`src/rtl/instruction_encoder_if.sv`:
```
// rtl/instruction_encoder_if.sv - request and instruction-byte bus bundle for instruction_encoder
//
// Groups the request handshake (program source -> encoder) and the instruction
// byte stream (encoder -> control unit) into one bundle.
//   master : encoder side (accepts requests, drives the byte stream)
//   slave  : environment side (issues requests, consumes bytes)
// Signals:
//   req_valid/req_ready, req_op[3:0], req_rd[1:0], req_rs[1:0], req_imm[7:0]
//   inst[7:0], inst_valid, inst_ready, inst_first
//   count[$clog2(DEPTH):0]  request FIFO occupancy
interface instruction_encoder_if #(
  parameter int DEPTH = 4
);
  localparam int CW = $clog2(DEPTH) + 1;

  logic          req_valid;
  logic          req_ready;
  logic [3:0]    req_op;
  logic [1:0]    req_rd;
  logic [1:0]    req_rs;
  logic [7:0]    req_imm;
  logic [7:0]    inst;
  logic          inst_valid;
  logic          inst_ready;
  logic          inst_first;
  logic [CW-1:0] count;

  modport master (
    input  req_valid, req_op, req_rd, req_rs, req_imm, inst_ready,
    output req_ready, inst, inst_valid, inst_first, count
  );

  modport slave (
    output req_valid, req_op, req_rd, req_rs, req_imm, inst_ready,
    input  req_ready, inst, inst_valid, inst_first, count
  );
endinterface

```
`src/rtl/instruction_encoder.sv`:
```
// rtl/instruction_encoder.sv - buffers instruction requests and serializes them into instruction bytes
//
// Requests {op, rd, rs, imm} are queued in a DEPTH-entry FIFO, then formatted:
//   LD/ST          : one byte {op, imm[3:0]}
//   register forms : one byte {op, rd, rs}
//   immediate forms: two bytes {op, rd, 2'b00} then imm[7:0]
// Ports:
//   clk    rising-edge clock
//   reset  asynchronous active-low reset, clears all state
//   bus    instruction_encoder_if.master (request handshake, byte stream, count)
module instruction_encoder #(
  parameter int DEPTH = 4
) (
  input  logic                  clk,
  input  logic                  reset,
  instruction_encoder_if.master bus
);
  localparam int AW = (DEPTH > 1) ? $clog2(DEPTH) : 1;
  localparam int CW = $clog2(DEPTH) + 1;

  typedef enum logic [1:0] {
    IDLE = 2'd0,
    OP   = 2'd1,
    IMM  = 2'd2
  } state_t;

  // FIFO entry layout: {op[15:12], rd[11:10], rs[9:8], imm[7:0]}
  logic [15:0]   mem_q [DEPTH];
  logic [15:0]   mem_d [DEPTH];
  logic [AW-1:0] wr_ptr_q, wr_ptr_d;
  logic [AW-1:0] rd_ptr_q, rd_ptr_d;
  logic [CW-1:0] count_q, count_d;

  state_t        state_q, state_d;
  logic [7:0]    inst_q, inst_d;
  logic          inst_valid_q, inst_valid_d;
  logic          inst_first_q, inst_first_d;
  logic [7:0]    imm_hold_q, imm_hold_d;

  logic          push;
  logic          pop;
  logic          xfer;
  logic          fifo_empty;
  logic [15:0]   head;

  function automatic logic is_imm_op(input logic [3:0] op);
    return (op == 4'b0010) || (op == 4'b1001) || (op == 4'b1011) || (op[3:2] == 2'b11);
  endfunction

  // First (or only) byte of an instruction built from a FIFO entry.
  function automatic logic [7:0] first_byte(input logic [15:0] e);
    logic [3:0] op;
    op = e[15:12];
    if (op[3:1] == 3'b000)    return {op, e[3:0]};          // LD, ST
    else if (is_imm_op(op))   return {op, e[11:10], 2'b00}; // immediate form byte0
    else                      return {op, e[11:10], e[9:8]};
  endfunction

  assign bus.req_ready  = (count_q != CW'(DEPTH));
  assign bus.inst       = inst_q;
  assign bus.inst_valid = inst_valid_q;
  assign bus.inst_first = inst_first_q;
  assign bus.count      = count_q;

  assign push       = bus.req_valid & bus.req_ready;
  assign xfer       = inst_valid_q & bus.inst_ready;
  assign fifo_empty = (count_q == '0);
  assign head       = mem_q[rd_ptr_q];

  always_comb begin
    mem_d        = mem_q;
    wr_ptr_d     = wr_ptr_q;
    rd_ptr_d     = rd_ptr_q;
    state_d      = state_q;
    inst_d       = inst_q;
    inst_valid_d = inst_valid_q;
    inst_first_d = inst_first_q;
    imm_hold_d   = imm_hold_q;
    pop          = 1'b0;

    if (push) begin
      mem_d[wr_ptr_q] = {bus.req_op, bus.req_rd, bus.req_rs, bus.req_imm};
      wr_ptr_d        = wr_ptr_q + AW'(1);
    end

    case (state_q)
      IDLE: begin
        if (!fifo_empty) pop = 1'b1;
      end
      OP: begin
        if (xfer) begin
          // inst_q holds byte0 here, so its upper nibble is the opcode.
          if (is_imm_op(inst_q[7:4])) begin
            state_d      = IMM;
            inst_d       = imm_hold_q;
            inst_first_d = 1'b0;
          end else if (!fifo_empty) begin
            pop = 1'b1;
          end else begin
            state_d      = IDLE;
            inst_d       = 8'h00;
            inst_valid_d = 1'b0;
            inst_first_d = 1'b0;
          end
        end
      end
      IMM: begin
        if (xfer) begin
          if (!fifo_empty) begin
            pop = 1'b1;
          end else begin
            state_d      = IDLE;
            inst_d       = 8'h00;
            inst_valid_d = 1'b0;
            inst_first_d = 1'b0;
          end
        end
      end
      default: begin
        state_d      = IDLE;
        inst_d       = 8'h00;
        inst_valid_d = 1'b0;
        inst_first_d = 1'b0;
      end
    endcase

    // Pop loads the output stage straight from the FIFO head; the immediate
    // is parked so byte1 can follow without touching the FIFO again.
    if (pop) begin
      state_d      = OP;
      inst_d       = first_byte(head);
      inst_valid_d = 1'b1;
      inst_first_d = 1'b1;
      imm_hold_d   = head[7:0];
      rd_ptr_d     = rd_ptr_q + AW'(1);
    end

    count_d = count_q + CW'(push) - CW'(pop);
  end

  always_ff @(posedge clk or negedge reset) begin
    if (!reset) begin
      wr_ptr_q     <= '0;
      rd_ptr_q     <= '0;
      count_q      <= '0;
      state_q      <= IDLE;
      inst_q       <= 8'h00;
      inst_valid_q <= 1'b0;
      inst_first_q <= 1'b0;
      imm_hold_q   <= 8'h00;
    end else begin
      wr_ptr_q     <= wr_ptr_d;
      rd_ptr_q     <= rd_ptr_d;
      count_q      <= count_d;
      state_q      <= state_d;
      inst_q       <= inst_d;
      inst_valid_q <= inst_valid_d;
      inst_first_q <= inst_first_d;
      imm_hold_q   <= imm_hold_d;
    end
  end

  // Storage needs no reset: an entry is only read after it has been written.
  always_ff @(posedge clk) begin
    mem_q <= mem_d;
  end
endmodule
```
`src/flat_wrapper.sv`:
```
// flat-port wrapper written by rule: the top's interface ports become plain ports
module instruction_encoder_flat 
#(
  parameter int DEPTH = 4
)
  (clk, reset, bus_req_valid, bus_req_op, bus_req_rd, bus_req_rs, bus_req_imm, bus_inst_ready, bus_req_ready, bus_inst, bus_inst_valid, bus_inst_first, bus_count);
  instruction_encoder_if #(.DEPTH(DEPTH)) bus_i ();
  input  logic clk;
  input  logic reset;
  input wire logic [$bits(bus_i.req_valid)-1:0] bus_req_valid;
  input wire logic [$bits(bus_i.req_op)-1:0] bus_req_op;
  input wire logic [$bits(bus_i.req_rd)-1:0] bus_req_rd;
  input wire logic [$bits(bus_i.req_rs)-1:0] bus_req_rs;
  input wire logic [$bits(bus_i.req_imm)-1:0] bus_req_imm;
  input wire logic [$bits(bus_i.inst_ready)-1:0] bus_inst_ready;
  output wire logic [$bits(bus_i.req_ready)-1:0] bus_req_ready;
  output wire logic [$bits(bus_i.inst)-1:0] bus_inst;
  output wire logic [$bits(bus_i.inst_valid)-1:0] bus_inst_valid;
  output wire logic [$bits(bus_i.inst_first)-1:0] bus_inst_first;
  output wire logic [$bits(bus_i.count)-1:0] bus_count;
  assign bus_i.req_valid = bus_req_valid;
  assign bus_i.req_op = bus_req_op;
  assign bus_i.req_rd = bus_req_rd;
  assign bus_i.req_rs = bus_req_rs;
  assign bus_i.req_imm = bus_req_imm;
  assign bus_i.inst_ready = bus_inst_ready;
  assign bus_req_ready = bus_i.req_ready;
  assign bus_inst = bus_i.inst;
  assign bus_inst_valid = bus_i.inst_valid;
  assign bus_inst_first = bus_i.inst_first;
  assign bus_count = bus_i.count;
  instruction_encoder #(.DEPTH(DEPTH)) u_core (.clk(clk), .reset(reset), .bus(bus_i));
endmodule
```
`config.mk`:
```
export PLATFORM = sky130hd
export DESIGN_NAME = instruction_encoder_flat
export DESIGN_NICKNAME = d
export VERILOG_FILES = /design/src/rtl/instruction_encoder_if.sv /design/src/rtl/instruction_encoder.sv /design/src/flat_wrapper.sv
export SDC_FILE = /design/constraint.sdc
export NUM_CORES = 1
export LEC_CHECK = 0
export CAP_MARGIN = 20
export CORE_MARGIN = 2
export CORE_UTILIZATION = 55
export CTS_BUF_LIST = sky130_fd_sc_hd__clkbuf_2
export DETAILED_ROUTE_END_ITERATION = 6
export PLACE_DENSITY = 0.81
export SLEW_MARGIN = 20
export SYNTH_ARGS = -nofsm -noshare
export SYNTH_HDL_FRONTEND = slang
export SYNTH_SLANG_ARGS = --single-unit
```
`constraint.sdc`:
```
create_clock -name clk -period 3.2 [get_ports clk]
set_clock_uncertainty 0.15 [all_clocks]
set_input_delay 0.32 -clock clk [delete_from_list [all_inputs] [get_ports clk]]
set_output_delay 0.32 -clock clk [all_outputs]
set_load 0.05 [all_outputs]
```
==> results of run 1 <==
[worst max-delay path, stage by stage, from the launching register on]
cell,delay [ps]
dfrtp_2,470
or4b_1,540
a21o_1,220
a41o_1,260
nand2_1,210
xnor2_1,150
ha_1,160
inv_1,50
fa_1,370
xnor2_1,180
xnor2_1,130
[final cells by class]
| type | instances | share of cell area (%) |
|---|---|---|
| Sequential cell | 91 | 59.9 |
| Multi-Input combinational cell | 105 | 25.3 |
| Timing Repair Buffer | 41 | 9.05 |
| Tap cell | 80 | 2.31 |
| Clock inverter | 7 | 1.84 |
| Clock buffer | 9 | 1.04 |
| Inverter | 7 | 0.605 |
[cell usage after synthesis (2+ instances only)]
master	instances	area (sq um)
nor2_1	7	26.3
a31oi_1	2	12.5
dfrtp_1	27	676
edfxtp_1	64	1920
mux2_2	10	113
a32o_1	2	20.0
nor3_1	2	10.0
a21oi_1	3	15.0
mux2i_1	6	60.1
mux2_4	2	30.0
xnor2_1	6	52.6
mux4_2	16	360
clkbuf_1	2	7.51
buf_2	3	15.0
ha_1	9	113
a22oi_1	3	22.5
nand2_1	8	30.0
inv_1	7	26.3
and3_1	5	31.3
nor2b_1	2	12.5
a22o_1	6	52.6
o21ai_0	4	20.0
[routing by layer]
layer,routed length (microns),vias up,GRT usage [%]
met5,0,-,0
met2,3050,48,29.4
met3,280,15,4.48
li1,-,913,-
met4,159,0,8.24
met1,2950,1009,26.1
[kinds of logic (layout without fill, tap and decap cells)]
family	count (synthesis)	in the layout
DFF	91	91
muxes	34	34
and+or+nand+nor	29	29
AOI/OAI and AO/OA	26	26
buffers and inverters	14	64
adders and majority gates	10	10
xor gates and xnor gates	6	6
[per-stage QoR]
step / utilization (%) / setup WS (ps) / hold WS [ps] / instances / area (sq um)
after CTS: 65.0 / 301 / 192 / 340 / 4340
final: 65.0 / 284 / 230 / 340 / 4340
after floorplan: - / 10.2 / -126 / 210 / 3760
after global placement: 62.9 / 356 / 308 / 323 / 4210
after detailed placement: 62.9 / 295 / 317 / 323 / 4210
after global routing: 65.0 / 93.8 / 158 / 340 / 4340
[power by group through the flow]
stage               sequential (uW)  clock [uW]  combinational [uW]
floorplan                      2020           0                1250
global placement               1810           0                1930
detailed placement             1840           0                1980
CTS                            1810         592                1990
global route                   1840         643                2140
finish                         1800         582                1970
[what timing repair did]
action / 4_1_cts / 5_1_grt
endpoints found under the hold margin: 27 / 0
endpoints found under the setup margin: 0 / 0
hold buffers: 1 / 0
buffers inserted: 0 / 0
[final timing paths]
| path | start | endpoint | slack, ps | cells after the start |
|---|---|---|---|---|
| setup / recovery | u_core.bus.inst[4] | u_core.bus.count[2] | 280 | 10 |
| hold / removal | bus_req_imm[3] | u_core.mem_q[3] | 230 | 1 |
| setup reg to reg | u_core.bus.inst[4] | u_core.bus.count[2] | 280 | 10 |
| hold reg to reg | u_core.bus.inst_first | u_core.bus.inst_first | 360 | 2 |
| max in group asynchronous | reset | u_core.bus.inst[7] | 2110 | 3 |
| min in group asynchronous | reset | u_core.imm_hold_q[7] | 490 | 3 |
[flip-flops by register name, summed over array words and instances (netlist names)]
register and count:
u_core.bus.inst_first 1, u_core.mem_q 64, u_core.state_q 2, u_core.rd_ptr_q 2, u_core.wr_ptr_q 2, u_core.bus.count 3, u_core.bus.inst 8, u_core.imm_hold_q 8
u_core.bus.inst_valid 1
==> flow_metrics.py, run 1 <==
metrics = {
    "power_and_ir_drop": {
        "p_sw_share_pct": 38.0,
        "power_frac_seq_pct": 41.4,
        "switchingPower_uw": 1660,
        "power_density_nw_per_um2": 1000,
        "p_leak_uw": 0.00161,
        "p_clk_share_pct": 13.4,
        "power.total_uw": 4360,
        "internal-power_uw": 2700,
        "comb_power_share_pct": 45.2,
        "irDropWorstVdd_uv": 353,
    },
    "logic_synthesis": {
        "avgSynthCellArea_sq_um": 17.9,
        "synthAdderAreaFrac_pct": 3.53,
        "synth-edff-count": 64,
        "syn_nets": 240,
        "syn_area_sq_um": 3750,
        "synth_top_family_by_area": "multiplexers",
        "synth_compound_area_share_pct": 5.40,
        "synth-warning-count": 0,
        "synth_cells": 210,
        "muxShareOfSynthArea_pct": 15.0,
        "async_reset_ff_share_pct": 29.7,
        "yosysSeqAreaShare_pct": 69.2,
        "synth.distinct_cells": 36,
        "synth_seq_cells": 91,
        "synth-simple-area-share_pct": 3.87,
        "synthFlopType": "edfxtp_1",
        "yosys.area_share.xor_xnor_pct": 1.40,
    },
    "run": {
        "drv_cap": 0,
    },
    "global_route": {
        "grt.total_usage_pct": 19.0,
        "grt_pass1_wl_mm": 10.4,
        "grt_max_degree": 28,
        "antenna_found_initial": 0,
        "grt_overflow": 0,
        "grt_pass1_vias": 2074,
    },
    "route": {
        "drc": 0,
        "wl_per_cell_microns": 18.9,
        "drt_iter0_markers": 192,
        "first_pass_iters": 4,
        "ant_nets": 0,
        "routed-via-count": 1985,
        "finalWirelength_mm": 6.43,
        "viasPerCell": 5.84,
    },
    "layout": {
        "multi_input_area_sq_um": 1100,
        "syn_to_final_growth_pct": 15.6,
        "num_antenna_cells": 0,
        "fillers": 483,
        "seq_area_sq_um": 2600,
        "final_common_cell": "edfxtp_1",
        "drive_gt1_share_pct": 20.0,
        "nNetsFinal": 285,
        "final_cell_mix": "64 x edfxtp_1, 33 x clkdlybuf4s50_1, 25 x dfrtp_1",
    },
    "worst_setup_path": {
        "worst-path-max-fanout": 7,
        "critPathKind": "flop to flop",
        "end_kind": "flop",
        "required_ps": 3540,
        "worstSetupStartpointType": "flop",
        "critPathArrivalTime_ps": 3260,
    },
    "clock_network": {
        "cts_tree": "yes",
        "clock_sinks": 91,
        "cts_max_path_buffers": 2,
        "clk_latency_ps": 550,
        "cts_root_buffer": "clkbuf_2",
        "cts_made_buffers": 9,
        "cts_resized": 0,
        "clk_pin_slew_ps": 240,
        "htreeDepth": 3,
    },
    "die": {
        "die-width_microns": 86.6,
        "coreArea_sq_um": 6680,
        "io-pin-count": 34,
        "std_cell_rows": 30,
        "die_area_sq_um": 7500,
        "start_util_pct": 56.2,
        "die_h_microns": 86.6,
    },
    "timing": {
        "fin_setup_tns_ps": 0,
        "rsz0062_at_grt": "no",
        "hold_viol": 0,
        "fmax_ghz": 0.343,
        "fin_crit_sh_pct": 91.1,
        "relSlewSlack_pct": 45.4,
        "min_period_ps": 2920,
        "tightest_slew_ps": 818,
        "finalSetupViolCount": 0,
        "maxSlewViolCount": 0,
    },
    "placement": {
        "dp_hpwl_mm": 4.30,
        "gp_congestion": 0.760,
        "port_buffers": 33,
    },
    "run_status": {
        "status": "completed",
    },
    "hold_path": {
        "hold_path.class": "input pin to flop",
    },
}
No activity file was read; power rests on OpenSTA's default activity.
==> run 2: changes to the inputs <==
--- a/config.mk
+++ b/config.mk
@@ -10,7 +10,8 @@
 export CORE_UTILIZATION = 55
 export CTS_BUF_LIST = sky130_fd_sc_hd__clkbuf_2
 export DETAILED_ROUTE_END_ITERATION = 6
-export PLACE_DENSITY = 0.81
+export HOLD_SLACK_MARGIN = 0.08
+export PLACE_DENSITY = 0.77
 export SLEW_MARGIN = 20
 export SYNTH_ARGS = -nofsm -noshare
 export SYNTH_HDL_FRONTEND = slang
==> run 2 against run 1 <==
Net effect: total power increased by 0.74%; largest cell class unchanged; wire length decreased by 5.4%; largest power group unchanged; core utilization increased by 0.45 points; clock power grew 9.6%; critical endpoint unchanged; highest routed layer unchanged.
==> flow_metrics.py, run 2 (synthesized netlist as in run 1, its figures left out) <==
metrics = {
    "worst_setup_path": {
        "critPathArrivalTime_ps": 3160,
        "required_ps": 3530,
        "end_kind": "flop",
        "worstPathCellList": "or4b_1 -> a21o_1 -> a41o_1 -> nand2_1 -> xnor2_1 -> ha_1 -> inv_1 -> fa_1 -> xnor2_1 -> xnor2_1",
        "worst-path-max-fanout": 4,
        "critPathKind": "flop to flop",
        "cp_slowest_cell": "or4b_1",
        "worstSetupStartpointType": "flop",
        "slowest_delay_ps": 550,
        "cpMostUsedCell": "xnor2_1",
    },
    "route": {
        "wl_per_cell_microns": 17.8,
        "ant_nets": 0,
        "finalWirelength_mm": 6.08,
        "first_pass_iters": 4,
        "drc": 0,
        "viasPerCell": 5.72,
        "routed-via-count": 1955,
        "drt_iter0_markers": 91,
    },
    "clock_network": {
        "cts_resized": 0,
        "clock_sinks": 91,
        "clk_latency_ps": 540,
        "clk_pin_slew_ps": 250,
        "cts_max_path_buffers": 2,
        "postCtsHoldBufs": 1,
        "post_cts_buffers": 0,
        "htreeDepth": 3,
        "cts_root_buffer": "clkbuf_2",
        "cts_made_buffers": 9,
        "cts_tree": "yes",
    },
    "power_and_ir_drop": {
        "irDropWorstVdd_uv": 309,
        "comb_power_share_pct": 43.7,
        "internal-power_uw": 2790,
        "power_frac_seq_pct": 41.8,
        "power_density_nw_per_um2": 1000,
        "p_clk_share_pct": 14.5,
        "p_leak_uw": 0.00163,
        "power.total_uw": 4390,
        "p_sw_share_pct": 36.4,
        "switchingPower_uw": 1600,
    },
    "global_route": {
        "grt_pass1_wl_mm": 9.92,
        "grt_pass1_vias": 1960,
        "grt_overflow": 0,
        "antenna_found_initial": 0,
        "grt.total_usage_pct": 18.2,
        "grt_max_degree": 28,
    },
    "die": {
        "std_cell_rows": 30,
        "start_util_pct": 56.2,
        "die_area_sq_um": 7500,
        "coreArea_sq_um": 6680,
        "die-width_microns": 86.6,
        "die_h_microns": 86.6,
        "io-pin-count": 34,
    },
    "placement": {
        "placed_cells": 325,
        "gp_congestion": 0.785,
        "port_buffers": 33,
        "dp_hpwl_mm": 4.02,
    },
    "layout": {
        "largest_register": "u_core.mem_q",
        "drive_gt1_share_pct": 21.4,
        "syn_to_final_growth_pct": 16.4,
        "multi_input_area_sq_um": 1100,
        "largest_register_ffs": 64,
        "final_cell_mix": "64 x edfxtp_1, 33 x clkdlybuf4s50_1, 25 x dfrtp_1",
        "nNetsFinal": 287,
        "final_common_cell": "edfxtp_1",
        "fillers": 476,
        "num_antenna_cells": 0,
        "finalNonFillerCells": 342,
        "seq_area_sq_um": 2600,
        "final_util_pct": 65.4,
    },
    "timing": {
        "hold_viol": 0,
        "finalSetupViolCount": 0,
        "fin_crit_sh_pct": 88.4,
        "min_period_ps": 2830,
        "fin_setup_tns_ps": 0,
        "rsz0062_at_grt": "no",
        "maxSlewViolCount": 0,
        "relSlewSlack_pct": 60.1,
        "tightest_slew_ps": 598,
        "fmax_ghz": 0.354,
    },
    "run_status": {
        "status": "completed",
    },
    "hold_path": {
        "hold_path.class": "input pin to flop",
    },
    "run": {
        "drv_cap": 0,
    },
}
run 2: cell types whose count changed in the layout (fill, tap and decap cells not counted), sizes merged:
cell,before,now
inv,7,8
clkinv,6,1
buf,7,9
clkbuf,9,11
bufinv,1,2
clkinvlp,0,1
run 2: worst paths after layout:
path,cells after the start,from,slack (ps),endpoint
max,10,u_core.bus.inst[4],370,u_core.bus.count[2]
min reg2reg,2,u_core.bus.inst_first,360,u_core.bus.inst_first
max in group asynchronous,3,reset,2080,u_core.bus.inst[7]
min in group asynchronous,3,reset,500,u_core.imm_hold_q[4]
max reg2reg,10,u_core.bus.inst[4],370,u_core.bus.count[2]
min,1,bus_req_imm[5],220,u_core.mem_q[53]
run 2: power by group through the flow:
stage | clock network, uW | registers (uW) | logic (uW)
floorplan | 0 | 2020 | 1250
global placement | 0 | 1860 | 1900
detailed placement | 0 | 1870 | 1930
CTS | 655 | 1840 | 1940
global route | 700 | 1890 | 2070
finish | 638 | 1830 | 1920
run 2: routing by layer:
layer,GRT usage [%],share of wire (%)
met2,27.6,47
met5,0,0
met1,25.2,48
met4,7.67,1.4
met3,5.14,4.0
run 2: critical path, delay by kind of cell, from the launching register on:
kind                       cells  cell delay, ps
xor gates and xnor gates       3             460
adders and majority gates      2             530
DFF                            1             460
and+or+nand+nor                2             660
buffers and inverters          1              50
AOI/OAI and AO/OA              2             480
run 2: stage by stage:
stage	hold slack, ps	worst slack (ps)	cell area, sq um
final	223	372	4370
after global routing	168	216	4370
after CTS	189	341	4370
after detailed placement	330	380	4220
after global placement	311	456	4220
after floorplan	-126	10.2	3760
run 2: layout make-up:
type / count / share of cell area [%]
clock buffer: 11 / 1.26
clock inverter: 5 / 1.95
multi-input combinational: 105 / 25.1
tap: 80 / 2.29
inverter: 7 / 0.601
timing repair buffer: 43 / 9.33
sequential: 91 / 59.5
